### config.mk
export PLATFORM = sky130hd
export DESIGN_NAME = pattern_detector_n_flat
export DESIGN_NICKNAME = d
export VERILOG_FILES = /design/src/rtl/pattern_detector_pkg.sv /design/src/rtl/pattern_detector_n_if.sv /design/src/rtl/pattern_detector_n_sat_counter.sv /design/src/rtl/pattern_detector_n.sv /design/src/flat_wrapper.sv
export SDC_FILE = /design/constraint.sdc
export NUM_CORES = 1
export LEC_CHECK = 0
export ABC_AREA = 0
export CORE_AREA = 2 2 55 57
export CTS_CLUSTER_DIAMETER = 40
export DETAILED_ROUTE_END_ITERATION = 8
export DIE_AREA = 0 0 57 59
export PLACE_DENSITY_LB_ADDON = 0.25
export SYNTH_ARGS = -nofsm -noshare
export SYNTH_HDL_FRONTEND = slang
export SYNTH_SLANG_ARGS = --single-unit
### constraint.sdc
create_clock -name clk -period 2.2 [get_ports clk]
set_input_delay 0.33 -clock clk [delete_from_list [all_inputs] [get_ports clk]]
set_output_delay 0.33 -clock clk [all_outputs]
set_load 0.05 [all_outputs]
### src/rtl/pattern_detector_pkg.sv
// Shared types and defaults for the N-bit serial pattern detector.
// The one-hot state encoding keeps the y decode to a single flop bit.
package pattern_detector_pkg;

  typedef enum logic [3:0] {
    EMPTY   = 4'b0001,
    FILLING = 4'b0010,
    ARMED   = 4'b0100,
    MATCH   = 4'b1000
  } state_t;

  localparam int DEFAULT_N     = 4;
  localparam int DEFAULT_CNT_W = 8;

endpackage

### src/rtl/pattern_detector_n_if.sv
// Serial data, configuration and match-status bundle for pattern_detector_n.
interface pattern_detector_n_if
  import pattern_detector_pkg::*;
#(
  parameter int N     = DEFAULT_N,
  parameter int CNT_W = DEFAULT_CNT_W
);
  localparam int FILL_W = $clog2(N + 1);

  logic              x;
  logic              x_valid;
  logic [N-1:0]      cfg_pattern;
  logic              cfg_overlap;
  logic              cfg_load;
  logic              y;
  logic [CNT_W-1:0]  match_count;
  logic [FILL_W-1:0] fill;

  modport master (
    output x, x_valid, cfg_pattern, cfg_overlap, cfg_load,
    input  y, match_count, fill
  );

  modport slave (
    input  x, x_valid, cfg_pattern, cfg_overlap, cfg_load,
    output y, match_count, fill
  );

endinterface

### src/rtl/pattern_detector_n_sat_counter.sv
// Up-counter that sticks at its all-ones value; clr and rst both zero it.
module sat_counter #(
  parameter int W = 8
) (
  input  logic         clk,
  input  logic         rst,
  input  logic         clr,
  input  logic         inc,
  output logic [W-1:0] q
);

  always_ff @(posedge clk) begin
    if (rst || clr) begin
      q <= '0;
    end else if (inc && (q != '1)) begin
      q <= q + 1'b1;
    end
  end

endmodule

### src/rtl/pattern_detector_n.sv
// Moore detector for a runtime-loaded N-bit pattern on a qualified serial stream,
// with overlap/non-overlap history handling and a saturating match counter.
module pattern_detector_n
  import pattern_detector_pkg::*;
#(
  parameter int N     = DEFAULT_N,
  parameter int CNT_W = DEFAULT_CNT_W
) (
  input  logic              clk,
  input  logic              rst,
  pattern_detector_n_if.slave bus
);

  localparam int                FILL_W = $clog2(N + 1);
  localparam logic [FILL_W-1:0] FULL   = FILL_W'(N);

  state_t            state_q, state_n;
  logic [N-1:0]      pat_q;
  logic              ovl_q;
  logic [N-1:0]      hist_q;
  logic [FILL_W-1:0] fill_q;

  logic              accept;
  logic              hit;
  logic [N-1:0]      hist_shift;
  logic [FILL_W-1:0] fill_inc;

  // A sample arriving together with cfg_load is dropped, so it never counts as accepted.
  always_comb begin
    accept     = bus.x_valid && !bus.cfg_load;
    hist_shift = N'({hist_q, bus.x});
    fill_inc   = (fill_q == FULL) ? FULL : fill_q + 1'b1;
    hit        = accept && (fill_inc == FULL) && (hist_shift == pat_q);
  end

  always_ff @(posedge clk) begin
    if (rst) begin
      pat_q  <= '0;
      ovl_q  <= 1'b1;
      hist_q <= '0;
      fill_q <= '0;
    end else if (bus.cfg_load) begin
      pat_q  <= bus.cfg_pattern;
      ovl_q  <= bus.cfg_overlap;
      hist_q <= '0;
      fill_q <= '0;
    end else if (accept) begin
      // Non-overlap mode forgets everything once a match is consumed.
      hist_q <= (hit && !ovl_q) ? '0 : hist_shift;
      fill_q <= (hit && !ovl_q) ? '0 : fill_inc;
    end
  end

  always_ff @(posedge clk) begin
    if (rst) begin
      state_q <= EMPTY;
    end else begin
      state_q <= state_n;
    end
  end

  always_comb begin
    state_n = state_q;
    if (bus.cfg_load) begin
      state_n = EMPTY;
    end else if (hit) begin
      state_n = MATCH;
    end else if (accept) begin
      state_n = (fill_inc == FULL) ? ARMED : FILLING;
    end else if (state_q == MATCH) begin
      state_n = ovl_q ? ARMED : EMPTY;
    end
  end

  sat_counter #(
    .W (CNT_W)
  ) u_match_cnt (
    .clk (clk),
    .rst (rst),
    .clr (bus.cfg_load),
    .inc (hit),
    .q   (bus.match_count)
  );

  assign bus.y    = (state_q == MATCH);
  assign bus.fill = fill_q;

endmodule

### src/flat_wrapper.sv
// flat-port wrapper written by rule: the top's interface ports become plain ports
module pattern_detector_n_flat import pattern_detector_pkg::*;
#(
  parameter int N     = DEFAULT_N,
  parameter int CNT_W = DEFAULT_CNT_W
)
  (clk, rst, bus_x, bus_x_valid, bus_cfg_pattern, bus_cfg_overlap, bus_cfg_load, bus_y, bus_match_count, bus_fill);
  pattern_detector_n_if #(.N(N), .CNT_W(CNT_W)) bus_i ();
  input  logic clk;
  input  logic rst;
  input wire logic [$bits(bus_i.x)-1:0] bus_x;
  input wire logic [$bits(bus_i.x_valid)-1:0] bus_x_valid;
  input wire logic [$bits(bus_i.cfg_pattern)-1:0] bus_cfg_pattern;
  input wire logic [$bits(bus_i.cfg_overlap)-1:0] bus_cfg_overlap;
  input wire logic [$bits(bus_i.cfg_load)-1:0] bus_cfg_load;
  output wire logic [$bits(bus_i.y)-1:0] bus_y;
  output wire logic [$bits(bus_i.match_count)-1:0] bus_match_count;
  output wire logic [$bits(bus_i.fill)-1:0] bus_fill;
  assign bus_i.x = bus_x;
  assign bus_i.x_valid = bus_x_valid;
  assign bus_i.cfg_pattern = bus_cfg_pattern;
  assign bus_i.cfg_overlap = bus_cfg_overlap;
  assign bus_i.cfg_load = bus_cfg_load;
  assign bus_y = bus_i.y;
  assign bus_match_count = bus_i.match_count;
  assign bus_fill = bus_i.fill;
  pattern_detector_n #(.N(N), .CNT_W(CNT_W)) u_core (.clk(clk), .rst(rst), .bus(bus_i));
endmodule
==> results.json, run 1 <==
{
  "power.leakage_nw": 0.491,
  "post_drt_wl_per_cell_um": 12.5,
  "globalplace.congestion": 0.755,
  "htreeDepth": 1,
  "most-common-layout-cells": "dfxtp_1 (23), clkdlybuf4s50_1 (20), nor2_1 (17)",
  "root_buffer": "clkbuf_4",
  "crit_path_end_kind": "register",
  "synth_top_area_frac": 0.431,
  "tightest_slew_ns": 0.493,
  "hold_class": "register to register",
  "cts_buffer_depth": 2,
  "rows": 19,
  "synth_nets": 133,
  "die_x_um": 57,
  "setup.worst_path.class": "register to register",
  "cap_violations": 0,
  "finalHoldViolCount": 0,
  "crit_slowest_cell": "dfxtp_1",
  "fillers": 269,
  "area_growth_pct": 28.0,
  "ant_nets": 0,
  "finalSetupViolations": 0,
  "syn_area_um2": 1070,
  "holdBufCountCts": 0,
  "grt_first_pass_wirelength_mm": 3.93,
  "period_minus_slack_ns": 2.00,
  "critPathTopFamily": "simple AND/OR/NAND/NOR gates",
  "drt_pass1_iterations": 4,
  "yosys-top-cells-area": "dfxtp_1 (43%), nor2_1 (6.0%), mux2i_1 (4.7%)",
  "core_um2": 2710,
  "path_buf_inv": 1,
  "synth-seq-area-share": 0.431,
  "cts_buffers": 3,
  "slew_headroom": 0.670,
  "drt_iter0_markers": 23,
  "ir_drop_mv": 0.295,
  "grt_pass1_vias": 902,
  "vias": 930,
  "io_pins": 22,
  "final-max-slew-violation-count": 0,
  "start_util": 0.394,
  "fin_setup_tns_ns": 0,
  "grt_max_degree": 13,
  "antenna_found_initial": 0,
  "start_kind": "register",
  "drc_errors": 0,
  "clkTransAtPathRegs_ns": 0.12,
  "fmax_ghz": 0.501,
  "grt_overflow": 0,
  "hold_slack_ns": 0.495,
  "synth_area_per_cell_um2": 8.90,
  "grt_usage": 0.150,
  "die_area_um2": 3360,
  "max_stage_delay_ns": 0.44,
  "synth_area_leader_cell": "dfxtp_1",
  "crit_chain": "inv_1 > ha_1 > a211oi_4 > nand4_4 > or4_1 > a21oi_1",
  "clkSinkCount": 23,
  "critPathMaxFanout": 10,
  "finClkSkew_ns": 0.00364,
  "final_common_cell": "dfxtp_1",
  "dp_hpwl_mm": 1.69,
  "rsz0062_at_grt": "false",
  "avgViaCountPerCell": 5.28,
  "synth_seq_cells": 23,
  "critPathRequiredTime_ns": 2.45,
  "cts_tree": "done",
  "drive_above_1_share": 0.0966,
  "wl_mm": 2.20,
  "place_ws_ns": 0.190,
  "finalNetCount": 159,
  "syn_inst": 120,
  "clk-insertion-delay-late_ns": 0.31,
  "die_y_um": 59,
  "finalPower_mw": 0.725,
  "status": "finished, final reports clean",
  "netlist-cell-type-count": 32,
  "cellPowerDensity_nw_per_um2": 530,
  "worst_slack_ns": 0.204,
  "ys_warn_count": 0,
  "post-route-period-util": 0.907,
  "portBuffers": 21,
  "cp.arrival_ns": 2.25,
  "antenna_cells": 0
}
-- logic make-up after synthesis --
group                      count (synthesis)  share of synthesized area
AOI/OAI and AO/OA                         27                      0.165
xor gates and xnor gates                   5                     0.0410
adders and majority gates                  3                     0.0351
buffers and inverters                      8                     0.0316
DFF                                       23                      0.431
muxes                                      5                     0.0468
and+or+nand+nor                           49                      0.249
-- stage by stage --
stage | cell area [um2] | cells | utilization
3_5_place_dp | 1330 | 172 | 0.492
2_1_floorplan | 1070 | 120 | -
5_1_grt | 1370 | 176 | 0.505
3_3_place_gp | 1330 | 172 | 0.492
6_report | 1370 | 176 | 0.505
4_1_cts | 1360 | 176 | 0.501
-- layout make-up --
type	count	area, um2	area share
inverter	4	15.0	0.0110
sequential	23	460	0.337
tap	31	38.8	0.0284
timing repair buffer	25	238	0.174
clock buffer	4	26.3	0.0192
multi-input combinational	89	589	0.431
-- where the power goes --
group	internal, mW	switching (mW)	leakage (nW)	total, mW
Combinational	0.0436	0.0481	0.289	0.0917
Clock	0.0709	0.125	0.0150	0.196
Sequential	0.428	0.00950	0.187	0.437
-- Yosys cell counts, drive strengths merged --
| cell | count |
|---|---|
| o31ai | 3 |
| nand2b | 3 |
| xor2 | 5 |
| or3 | 3 |
| nor2b | 2 |
| nor4b | 1 |
| o22ai | 2 |
| o41ai | 1 |
| mux2i | 5 |
| buf | 1 |
| nor3 | 2 |
| a21oi | 9 |
| or4 | 3 |
| a211o | 1 |
| inv | 4 |
| ha | 3 |
| o211ai | 1 |
| nor2 | 17 |
| or2 | 1 |
| nand2 | 8 |
| a211oi | 3 |
| nand3b | 1 |
| clkbuf | 3 |
| nand4 | 2 |
| o21ai | 6 |
| dfxtp | 23 |
| a31oi | 1 |
| nand3 | 6 |
-- path summary, 6_finish.rpt --
check / cells after the start / endpoint / startpoint / slack, ns
hold reg to reg: 2 / u_core.hist_q[2] / u_core.hist_q[2] / 0.50
hold / removal: 2 / u_core.hist_q[2] / u_core.hist_q[2] / 0.50
setup reg to reg: 6 / u_core.u_match_cnt.q[5] / u_core.bus.fill[0] / 0.20
setup / recovery: 6 / u_core.u_match_cnt.q[5] / u_core.bus.fill[0] / 0.20
-- state kept, by name, summed over array words and instances (netlist names) --
register,count
u_core.bus.fill,3
u_core.hist_q,3
u_core.ovl_q,1
u_core.pat_q,4
u_core.state_q,4
u_core.u_match_cnt.q,8
-- timing repair --
item                                   4_1_cts  5_1_grt
setup endpoints to repair                    0        5
setup buffers                                0        0
resized for setup                            0        2
endpoints found under the hold margin        0        0
-- tightest hold or removal path, delay by kind of cell (launching register included) --
family	cells	cell delay (ns)
simple gates	1	0.05
flops	1	0.34
compound gates	1	0.06
-- metal layers --
metal / wire, um / part of all wire / track usage
met2: 1040 / 0.47 / 0.240
met5: 0 / 0 / 0
met4: 54 / 0.025 / 0.0864
met3: 51 / 0.023 / 0.0262
met1: 1060 / 0.48 / 0.191
Note: power is estimated with default switching activity, not from simulation.
==> inputs of run 2 (changes only) <==
clock period = 2.5 ns   (was 2.2 ns; I/O delays follow)
==> run 2 against run 1 <==
Effect of this change:
- clock skew down 0.0016 ns
- combinational power is 14% lower
- non-clock buffer count fell by 2
- via count shrank 0.75%
- worst setup slack got worse by 0.0077 ns
- power decreased by 13%
- critical path depth shrank 4
- clock power decreased by 13%
- largest cell class unchanged
==> results.json, run 2 (same netlist as run 1, synthesis figures left out) <==
{
  "status": "finished, final reports clean",
  "reg2reg_depth": 6,
  "dp_hpwl_mm": 1.68,
  "p_sw_mw": 0.157,
  "critPathTopFamily": "buffers and inverters",
  "critPathMaxFanout": 4,
  "globalplace.congestion": 0.756,
  "area_growth_pct": 26.0,
  "portBuffers": 21,
  "finalNetCount": 157,
  "hold_slack_ns": 0.497,
  "drt_pass1_iterations": 4,
  "grt_max_degree": 15,
  "p_sw_frac": 0.249,
  "fin_setup_tns_ns": 0,
  "root_buffer": "clkbuf_4",
  "tightest_slew_ns": 0.501,
  "start_kind": "register",
  "crit_end": "bus_y",
  "post-route-period-util": 0.921,
  "power.leakage_nw": 0.472,
  "hold_class": "register to register",
  "clkSinkCount": 23,
  "period_minus_slack_ns": 2.30,
  "wl_mm": 2.24,
  "timing.rr.end": "u_core.u_match_cnt.q[6]",
  "avgViaCountPerCell": 5.30,
  "drc_errors": 0,
  "fmax_ghz": 0.434,
  "drive_above_1_share": 0.0769,
  "pwr-share-seq": 0.608,
  "vias": 923,
  "cts_resized": 0,
  "finalSetupViolations": 0,
  "finalHoldViolCount": 0,
  "p_int_mw": 0.476,
  "crit_path_end_kind": "output port",
  "post_drt_wl_per_cell_um": 12.9,
  "io_pins": 22,
  "most-common-layout-cells": "dfxtp_1 (23), clkdlybuf4s50_1 (21), nor2_1 (17)",
  "max_stage_delay_ns": 0.88,
  "rsz0062_at_grt": "false",
  "rows": 19,
  "finalPower_mw": 0.633,
  "grt_usage": 0.147,
  "die_x_um": 57,
  "post_cts_buffers": 0,
  "reg.largest.list": "u_core.u_match_cnt.q x8, u_core.pat_q x4, u_core.state_q x4",
  "antenna_found_initial": 0,
  "p_comb_frac": 0.124,
  "grt_first_pass_wirelength_mm": 3.91,
  "grt_overflow": 0,
  "cts_buffers": 3,
  "crit_start": "u_core.state_q[0]",
  "clkPwrFrac": 0.268,
  "final_common_cell": "dfxtp_1",
  "holdBufCountCts": 0,
  "worst-path-stages": 2,
  "worst_slack_ns": 0.196,
  "finClkSkew_ns": 0.00209,
  "cellPowerDensity_nw_per_um2": 470,
  "antenna_cells": 0,
  "path_buf_inv": 1,
  "place_ws_ns": 0.313,
  "drt_iter0_markers": 27,
  "ir_drop_mv": 0.247,
  "final-max-slew-violation-count": 0,
  "top_register": "u_core.u_match_cnt.q",
  "cts_tree": "done",
  "cts_buffer_depth": 2,
  "die_y_um": 59,
  "start_util": 0.394,
  "r2r_slack_ns": 0.36,
  "crit_chain": "nor4b_2 > clkdlybuf4s50_1",
  "grt_pass1_vias": 888,
  "ant_nets": 0,
  "cp.arrival_ns": 1.93,
  "clkTransAtPathRegs_ns": 0.12,
  "cap_violations": 0,
  "die_area_um2": 3360,
  "core_um2": 2710,
  "largest_reg_flops": 8,
  "setup.worst_path.class": "register to output port",
  "slew_headroom": 0.662,
  "htreeDepth": 1,
  "critPathRequiredTime_ns": 2.12,
  "r2r_start": "u_core.bus.fill[0]",
  "crit_slowest_cell": "clkdlybuf4s50_1",
  "clk-insertion-delay-late_ns": 0.30
}
-- run 2: changes by cell type in the layout (fill, tap and decap cells not counted) --
cell,previous run,this run
buf_4,5,2
clkdlybuf4s50_1,20,21
nand4_2,0,1
nand4_4,1,0
o21ai_0,5,6
o21ai_1,1,0
-- run 2: worst min-delay path by stage --
stage	startpoint	to	cells after the start
4_1_cts	u_core.hist_q[2]	u_core.hist_q[2]	2
2_1_floorplan	rst	u_core.pat_q[0]	1
5_1_grt	u_core.hist_q[2]	u_core.hist_q[2]	2
6_report	u_core.hist_q[2]	u_core.hist_q[2]	2
3_3_place_gp	u_core.state_q[3]	u_core.state_q[3]	2
3_5_place_dp	u_core.state_q[3]	u_core.state_q[3]	2
-- run 2: worst min-delay path, cell delays in order (launching register included) --
cell and delay, ns:
dfxtp_1 0.34, nand2_1 0.06, o22ai_1 0.06
-- run 2: stage by stage --
stage           util  area [um2]  cells
2_1_floorplan      -        1070    120
3_3_place_gp   0.487        1320    170
3_5_place_dp   0.487        1320    170
4_1_cts        0.497        1350    174
5_1_grt        0.497        1350    174
6_report       0.497        1350    174
-- run 2: cell type report --
type | instances | area (um2)
flip-flops and latches | 23 | 460
fillers | 279 | 1360
repair buffers | 23 | 225
clock buffers | 4 | 26.3
well taps | 31 | 38.8
multi-input cells | 89 | 581
inverters | 4 | 15.0
-- run 2: metal layers --
metal	vias to the layer above	part of all wire	GRT usage	wire, um
li1	480	-	-	-
met1	430	0.49	0.193	1110
met2	11	0.47	0.250	1060
met3	2	0.024	0.0197	53
met4	0	0.0085	0.0498	19
met5	-	0	0	0
-- run 2: power groups by stage --
stage               Combinational [mW]  Sequential [mW]  Clock, mW
finish                          0.0785            0.385      0.170
global route                    0.0861            0.386      0.190
CTS                             0.0791            0.385      0.176
detailed placement              0.0790            0.393          0
global placement                0.0770            0.393          0
floorplan                       0.0446            0.396          0
